File: config.mk
export PLATFORM = sky130hd
export DESIGN_NAME = ifetch_unit_flat
export DESIGN_NICKNAME = d
export VERILOG_FILES = /design/src/rtl/ifetch_unit_if.sv /design/src/rtl/ifetch_unit.sv /design/src/flat_wrapper.sv
export SDC_FILE = /design/constraint.sdc
export NUM_CORES = 1
export LEC_CHECK = 0
export ABC_AREA = 1
export ABC_CLOCK_PERIOD_IN_PS = 10500
export BUFFER_PORTS_ARGS = -buffer_cell sky130_fd_sc_hd__buf_2
export CAP_MARGIN = 20
export CORE_ASPECT_RATIO = 2
export CORE_MARGIN = 10
export CORE_UTILIZATION = 60
export DETAILED_ROUTE_END_ITERATION = 16
export PLACE_DENSITY_LB_ADDON = 0.15
export SETUP_SLACK_MARGIN = 0.02
export SYNTH_ARGS = -nofsm -noshare
export SYNTH_HDL_FRONTEND = slang
export SYNTH_SLANG_ARGS = --single-unit
export TNS_END_PERCENT = 1
File: constraint.sdc
create_clock -name clk -period 10.5 [get_ports clk]
set_input_delay 1.05 -clock clk [delete_from_list [all_inputs] [get_ports clk]]
set_output_delay 1.05 -clock clk [all_outputs]
set_load 0.02 [all_outputs]
File: src/rtl/ifetch_unit_if.sv
// Fetch unit bundle: instruction memory port, redirect, consumer side.
// master = fetch unit, slave = memory / pipeline environment.
interface ifetch_unit_if;
    logic [31:0] imem_addr;
    logic [31:0] imem_inst;
    logic        redirect_valid;
    logic [31:0] redirect_pc;
    logic        stall;
    logic        inst_valid;
    logic [31:0] inst;
    logic [31:0] inst_pc;
    logic        fetch_fault;

    modport master (
        output imem_addr,
        input  imem_inst,
        input  redirect_valid,
        input  redirect_pc,
        input  stall,
        output inst_valid,
        output inst,
        output inst_pc,
        output fetch_fault
    );

    modport slave (
        input  imem_addr,
        output imem_inst,
        output redirect_valid,
        output redirect_pc,
        output stall,
        input  inst_valid,
        input  inst,
        input  inst_pc,
        input  fetch_fault
    );
endinterface

File: src/rtl/ifetch_unit.sv
// Instruction fetch: flopped PC to a sync-read imem, 2-entry credit FIFO.
// Ports: clk, rst (async, active-high), bus (ifetch_unit_if.master):
//   imem_addr/imem_inst memory port, redirect_valid/redirect_pc,
//   stall, inst_valid/inst/inst_pc, fetch_fault.
// Optional: IFETCH_ALIGN_CHECK_EN enables misaligned-redirect FAULT state.
module ifetch_unit #(
    parameter logic [31:0] RESET_PC  = 32'h0000_0000,
    parameter int          BUF_DEPTH = 2
) (
    input logic          clk,
    input logic          rst,
    ifetch_unit_if.master bus
);

    typedef enum logic {RUN, FAULT} state_t;

    state_t      state_q, state_d;
    logic [31:0] fpc_q, fpc_d;
    logic        pending_q, pending_d;
    logic [31:0] req_pc_q, req_pc_d;
    logic        wr_ptr_q, wr_ptr_d;
    logic        rd_ptr_q, rd_ptr_d;
    logic [1:0]  count_q, count_d;
    logic [31:0] buf_inst_q [BUF_DEPTH];
    logic [31:0] buf_pc_q   [BUF_DEPTH];

    logic        wr_en;
    logic        pop;
    logic        issue;
    logic [2:0]  occ;
    logic        misalign;
    logic [31:0] tgt;

`ifdef IFETCH_ALIGN_CHECK_EN
    assign misalign        = |bus.redirect_pc[1:0];
    assign tgt             = bus.redirect_pc;
    assign bus.fetch_fault = (state_q == FAULT);
`else
    logic unused_lsbs;
    assign unused_lsbs     = ^bus.redirect_pc[1:0];
    assign misalign        = 1'b0;
    assign tgt             = {bus.redirect_pc[31:2], 2'b00};
    assign bus.fetch_fault = 1'b0;
`endif

    assign bus.imem_addr  = fpc_q;
    assign bus.inst_valid = (count_q != 2'd0);
    assign bus.inst       = buf_inst_q[rd_ptr_q];
    assign bus.inst_pc    = buf_pc_q[rd_ptr_q];

    assign pop = bus.inst_valid && !bus.stall;
    // Words buffered plus the one in flight, after this cycle's pop.
    assign occ = {2'b00, pending_q} + {1'b0, count_q} - {2'b00, pop};

    always_comb begin
        state_d   = state_q;
        fpc_d     = fpc_q;
        pending_d = 1'b0;
        req_pc_d  = req_pc_q;
        wr_ptr_d  = wr_ptr_q;
        rd_ptr_d  = rd_ptr_q;
        count_d   = count_q;
        wr_en     = 1'b0;
        issue     = 1'b0;
        unique case (state_q)
            RUN: begin
                if (bus.redirect_valid) begin
                    // Flush buffer and drop the word in flight.
                    wr_ptr_d = 1'b0;
                    rd_ptr_d = 1'b0;
                    count_d  = 2'd0;
                    if (misalign) begin
                        state_d = FAULT;
                    end else begin
                        fpc_d = tgt;
                    end
                end else begin
                    wr_en = pending_q;
                    issue = (occ < 3'd2);
                    if (wr_en) begin
                        wr_ptr_d = ~wr_ptr_q;
                    end
                    if (pop) begin
                        rd_ptr_d = ~rd_ptr_q;
                    end
                    count_d = count_q + {1'b0, wr_en} - {1'b0, pop};
                    if (issue) begin
                        fpc_d     = fpc_q + 32'd4;
                        pending_d = 1'b1;
                        req_pc_d  = fpc_q;
                    end
                end
            end
            FAULT: begin
                wr_ptr_d = 1'b0;
                rd_ptr_d = 1'b0;
                count_d  = 2'd0;
            end
            default: begin
                state_d = RUN;
            end
        endcase
    end

    always_ff @(posedge clk or posedge rst) begin
        if (rst) begin
            state_q   <= RUN;
            fpc_q     <= RESET_PC;
            pending_q <= 1'b0;
            req_pc_q  <= 32'd0;
            wr_ptr_q  <= 1'b0;
            rd_ptr_q  <= 1'b0;
            count_q   <= 2'd0;
        end else begin
            state_q   <= state_d;
            fpc_q     <= fpc_d;
            pending_q <= pending_d;
            req_pc_q  <= req_pc_d;
            wr_ptr_q  <= wr_ptr_d;
            rd_ptr_q  <= rd_ptr_d;
            count_q   <= count_d;
        end
    end

    always_ff @(posedge clk or posedge rst) begin
        if (rst) begin
            for (int i = 0; i < BUF_DEPTH; i++) begin
                buf_inst_q[i] <= 32'd0;
                buf_pc_q[i]   <= 32'd0;
            end
        end else if (wr_en) begin
            buf_inst_q[wr_ptr_q] <= bus.imem_inst;
            buf_pc_q[wr_ptr_q]   <= req_pc_q;
        end
    end

endmodule

File: src/flat_wrapper.sv
// flat-port wrapper written by rule: the top's interface ports become plain ports
module ifetch_unit_flat 
#(
    parameter logic [31:0] RESET_PC  = 32'h0000_0000,
    parameter int          BUF_DEPTH = 2
)
  (clk, rst, bus_imem_addr, bus_imem_inst, bus_redirect_valid, bus_redirect_pc, bus_stall, bus_inst_valid, bus_inst, bus_inst_pc, bus_fetch_fault);
  ifetch_unit_if bus_i ();
  input logic clk;
  input logic rst;
  output wire logic [$bits(bus_i.imem_addr)-1:0] bus_imem_addr;
  input wire logic [$bits(bus_i.imem_inst)-1:0] bus_imem_inst;
  input wire logic [$bits(bus_i.redirect_valid)-1:0] bus_redirect_valid;
  input wire logic [$bits(bus_i.redirect_pc)-1:0] bus_redirect_pc;
  input wire logic [$bits(bus_i.stall)-1:0] bus_stall;
  output wire logic [$bits(bus_i.inst_valid)-1:0] bus_inst_valid;
  output wire logic [$bits(bus_i.inst)-1:0] bus_inst;
  output wire logic [$bits(bus_i.inst_pc)-1:0] bus_inst_pc;
  output wire logic [$bits(bus_i.fetch_fault)-1:0] bus_fetch_fault;
  assign bus_imem_addr = bus_i.imem_addr;
  assign bus_i.imem_inst = bus_imem_inst;
  assign bus_i.redirect_valid = bus_redirect_valid;
  assign bus_i.redirect_pc = bus_redirect_pc;
  assign bus_i.stall = bus_stall;
  assign bus_inst_valid = bus_i.inst_valid;
  assign bus_inst = bus_i.inst;
  assign bus_inst_pc = bus_i.inst_pc;
  assign bus_fetch_fault = bus_i.fetch_fault;
  ifetch_unit #(.RESET_PC(RESET_PC), .BUF_DEPTH(BUF_DEPTH)) u_core (.clk(clk), .rst(rst), .bus(bus_i));
endmodule
==> run summary <==
The flow ran to the end, and the final reports show no timing, DRC or antenna violations. Setup violations remaining at the end of the flow were counted as 0. The kind of cell with the highest combined delay along the critical path is adder cells. The part of the total power dissipated in combinational logic is 0.403. Clock insertion delay at the later pin of the skew report: 0.43 ns.

The slowest stage of the critical path belongs to the cell fa_1. The register share of total power was 0.399; the effective utilization at floorplan was 0.609. The routed design has 22.6 mm of wire.

Critical path buffer and inverter count: 5. The die covers 20,600 um^2. Maximum buffer depth of the clock tree: 2. The detail route stage leaves a number of antenna-violating nets equal to 0.

For this block, the initial DRC count from the detailed router was 554. Summed over all layers, the global routing overflow is 0. The relative area change from synthesis to final layout is 15.5%.

The routed wire length per instance was 15.2 um. For the finished layout, the period the worst path requires is 3.10 ns. The logs give 0.223 for the aggregate global-route resource usage and 1,460 for the number of placed instances, taps included. Setup repair after global routing left no endpoint under its margin.

TritonCTS built the clock tree. In this run the number of H-tree levels came out at 4. The number of iterations in the first detailed-routing pass is 4.

For the pin with the worst max-slew slack, the measured transition is 1.10 ns. The logs give 1.40 mW for the switching power and 33 for the number of distinct library cells after synthesis. Among all flip-flop cells after synthesis, the most frequent one is dfrtp_1.

The share of post-route cells with drive strength above 1 was 0.180. The via density per instance was 5.25. The first global-routing pass estimated 37.7 mm of wire. After legalization and detailed placement, the total HPWL measured 15.3 mm. The final net count was 1,357; the number of post-CTS setup repair buffers was 0. Kind of critical path: in2reg.

From bottom edge to top edge, the die measures 193 um. The reported leakage power is 5.56 nW. The sequential fraction of the synthesis area was 0.524; the final estimated routing congestion in global placement was 0.912. Walking the worst path, the cells encountered are buf_2, a21oi_1, ha_1, inv_1, ha_1, fa_1, inv_1, nand3_4, nand2_2, inv_2, a21oi_1, o21ai_0, nand2_1, inv_1. The region available for standard cell placement spans 14,800 um^2. At the worst endpoint, the arrival time is 3.43 ns. Final total negative setup slack: 0 ns.

The count of placed standard cells in the final layout, fillers left out was 1,492; the number of failing hold endpoints at the final stage was 0. The via count of the routed design was 7,840. The run gives 0 as the number of max-slew violations in the final report.

The maximum fanout along the worst path was 28. During I/O placement, the number of pins put on the boundary was 166. The element type at the critical path start was a primary input. The number of antenna diodes in the final layout is 0. Yosys printed 0 warnings. The biggest cell delay along the critical path works out to 0.41 ns.

After synthesis the cells add up to 9020 um^2. Power spread over the standard cell area amounts to 310 nW/um^2. After clock tree synthesis, the clock-pin slew on the worst setup and hold paths is 0.07 ns. The net switching share of the total power was 0.434; the gate count of the mapped netlist was 1,158. The final period utilization is 0.296, and the worst vdd rail ir drop is 0.000258 V. In this run the mean area of a mapped cell was 7.79 um^2. The logs give 0.269 for the max-slew headroom at the worst pin and 1.83 mW for the internal portion of total power.

The floorplan step set the die width to 107 um. The clock group share of total power is 0.198, and the number of cell rows is 63. The tools report the max-cap violation count as 0. For the final database, setup skew stands at 0.0116 ns. The number of input and output port buffers inserted came out at 158.

In this run, post-CTS repair resized a total of 0 instances. The most numerous cell type found on the critical path is inv_1. Number of register bits inferred by synthesis: 189. The count of flip-flops with a built-in enable after synthesis was 0; the hold buffer count at CTS was 0. Hold is met by 0.484 ns.

The number of global-route vias before repair was 7,854; the async set-reset flop share out of synthesis was 1.00. In this run the register-to-register setup slack is 7.67 ns. Data on the critical path is required at its endpoint by 10.82 ns.

The highest attainable clock frequency is 0.322 GHz, and the detailed-route DRC error count is 0. The initial antenna violation count came out at 0. The number of clock buffers added by TritonCTS is 17.

Entering global routing, the biggest net connects 125 pins. Kind of capture point of the worst setup path: a register. The worst hold path belongs to the class reg2reg.

The filler cells instantiated in the layout total 1,286. The clock sink total is 189. The tools report the cell chosen for the clock root as clkbuf_16.
state kept, by name, summed over array words and instances, names as in the netlist:
| register | flops |
|---|---|
| u_core.buf_inst_q | 64 |
| u_core.buf_pc_q | 60 |
| u_core.bus.imem_addr | 30 |
| u_core.req_pc_q | 30 |
| u_core.count_q | 2 |
| u_core.pending_q | 1 |
| u_core.rd_ptr_q | 1 |
| u_core.wr_ptr_q | 1 |
power by group through the flow:
stage / clock [mW] / combinational, mW / sequential (mW)
floorplan: 0 / 0.882 / 1.29
global placement: 0 / 1.27 / 1.28
detailed placement: 0 / 1.31 / 1.30
CTS: 0.653 / 1.32 / 1.29
global route: 0.687 / 1.48 / 1.33
finish: 0.642 / 1.30 / 1.29
layout make-up:
type,count,area (um^2),area share
Clock inverter,12,139,0.0133
Multi-Input combinational cell,804,3580,0.343
Timing Repair Buffer,166,871,0.0836
Tap cell,195,244,0.0234
Inverter,107,407,0.0390
Clock buffer,19,453,0.0435
Sequential cell,189,4730,0.454
worst paths after layout:
kind                                        from                        to  cells past startpoint
max in group asynchronous                    rst           u_core.rd_ptr_q                      3
hold reg to reg            u_core.buf_inst_q[30]     u_core.buf_inst_q[30]                      2
setup reg to reg               u_core.count_q[1]  u_core.bus.imem_addr[15]                     14
min in group asynchronous                    rst       u_core.req_pc_q[19]                      2
hold / removal             u_core.buf_inst_q[30]     u_core.buf_inst_q[30]                      2
setup / recovery                       bus_stall  u_core.bus.imem_addr[15]                     14
stage by stage:
step / total power [mW] / worst slack (ns) / area, um^2 / utilization
after CTS: 3.26 / 7.41 / 10400 / 0.701
final: 3.23 / 7.40 / 10400 / 0.703
after global placement: 2.55 / 7.01 / 9800 / 0.661
after detailed placement: 2.61 / 6.99 / 9800 / 0.661
after global routing: 3.49 / 7.20 / 10400 / 0.703
after floorplan: 2.18 / 4.31 / 9040 / -
synth_stat cells (10+ instances only):
master / number / area share
nand2_2: 10 / 0.0069
a21oi_1: 17 / 0.0094
o21ai_0: 154 / 0.085
dfrtp_1: 189 / 0.52
nor2_4: 11 / 0.014
clkbuf_1: 30 / 0.012
nand2_1: 476 / 0.20
nand3_1: 39 / 0.022
buf_4: 17 / 0.014
nor2_1: 50 / 0.021
buf_2: 11 / 0.0061
inv_1: 101 / 0.042
layout by cell type (no fill, tap or decap), types with 2 or more instances in the layout:
cell type	netlist	routed
nand2_1	476	476
xnor2_1	3	3
nand2_2	10	10
nand4_1	2	2
nor2_4	11	11
clkinv_4	0	6
inv_1	101	100
buf_4	17	7
nor3_1	4	4
a22oi_1	2	2
dfrtp_1	189	188
nand3_1	39	39
buf_2	11	158
a21oi_1	17	17
ha_1	3	3
clkinv_2	0	2
a211oi_1	5	5
inv_2	6	6
o211ai_1	2	2
clkbuf_8	1	2
clkbuf_16	0	17
nor2_2	3	3
bufinv_16	0	2
nand3_4	2	2
inv_6	0	2
o21ai_0	154	154
and2_1	2	2
nor2_1	50	50
o21ai_1	8	8
nand2_4	2	2
conb_1	1	5
worst min-delay path, delay by kind of cell, from the launching register on:
| kind | cells | cell delay (ns) |
|---|---|---|
| compound gates | 1 | 0.06 |
| flops | 1 | 0.34 |
| simple gates | 1 | 0.05 |
layer usage:
layer / global-route usage / wire, um / up-vias
li1: - / - / 3847
met1: 0.251 / 8700 / 3672
met2: 0.384 / 11800 / 265
met3: 0.0496 / 1320 / 56
met4: 0.108 / 870 / 0
met5: 0 / 0 / -
logic make-up (layout without fill, tap and decap cells):
group                    Yosys count  after routing  synth area share
AO/OA/AOI/OAI                    189            189             0.107
XOR/XNOR                           3              3           0.00291
adder cells (fa/ha/maj)            4              4           0.00638
buffers and inverters            169            304            0.0818
flip-flops                       189            189             0.524
other                              1              5          0.000416
AND/OR/NAND/NOR                  603            603             0.277
Power figures use the tool's default switching activity.
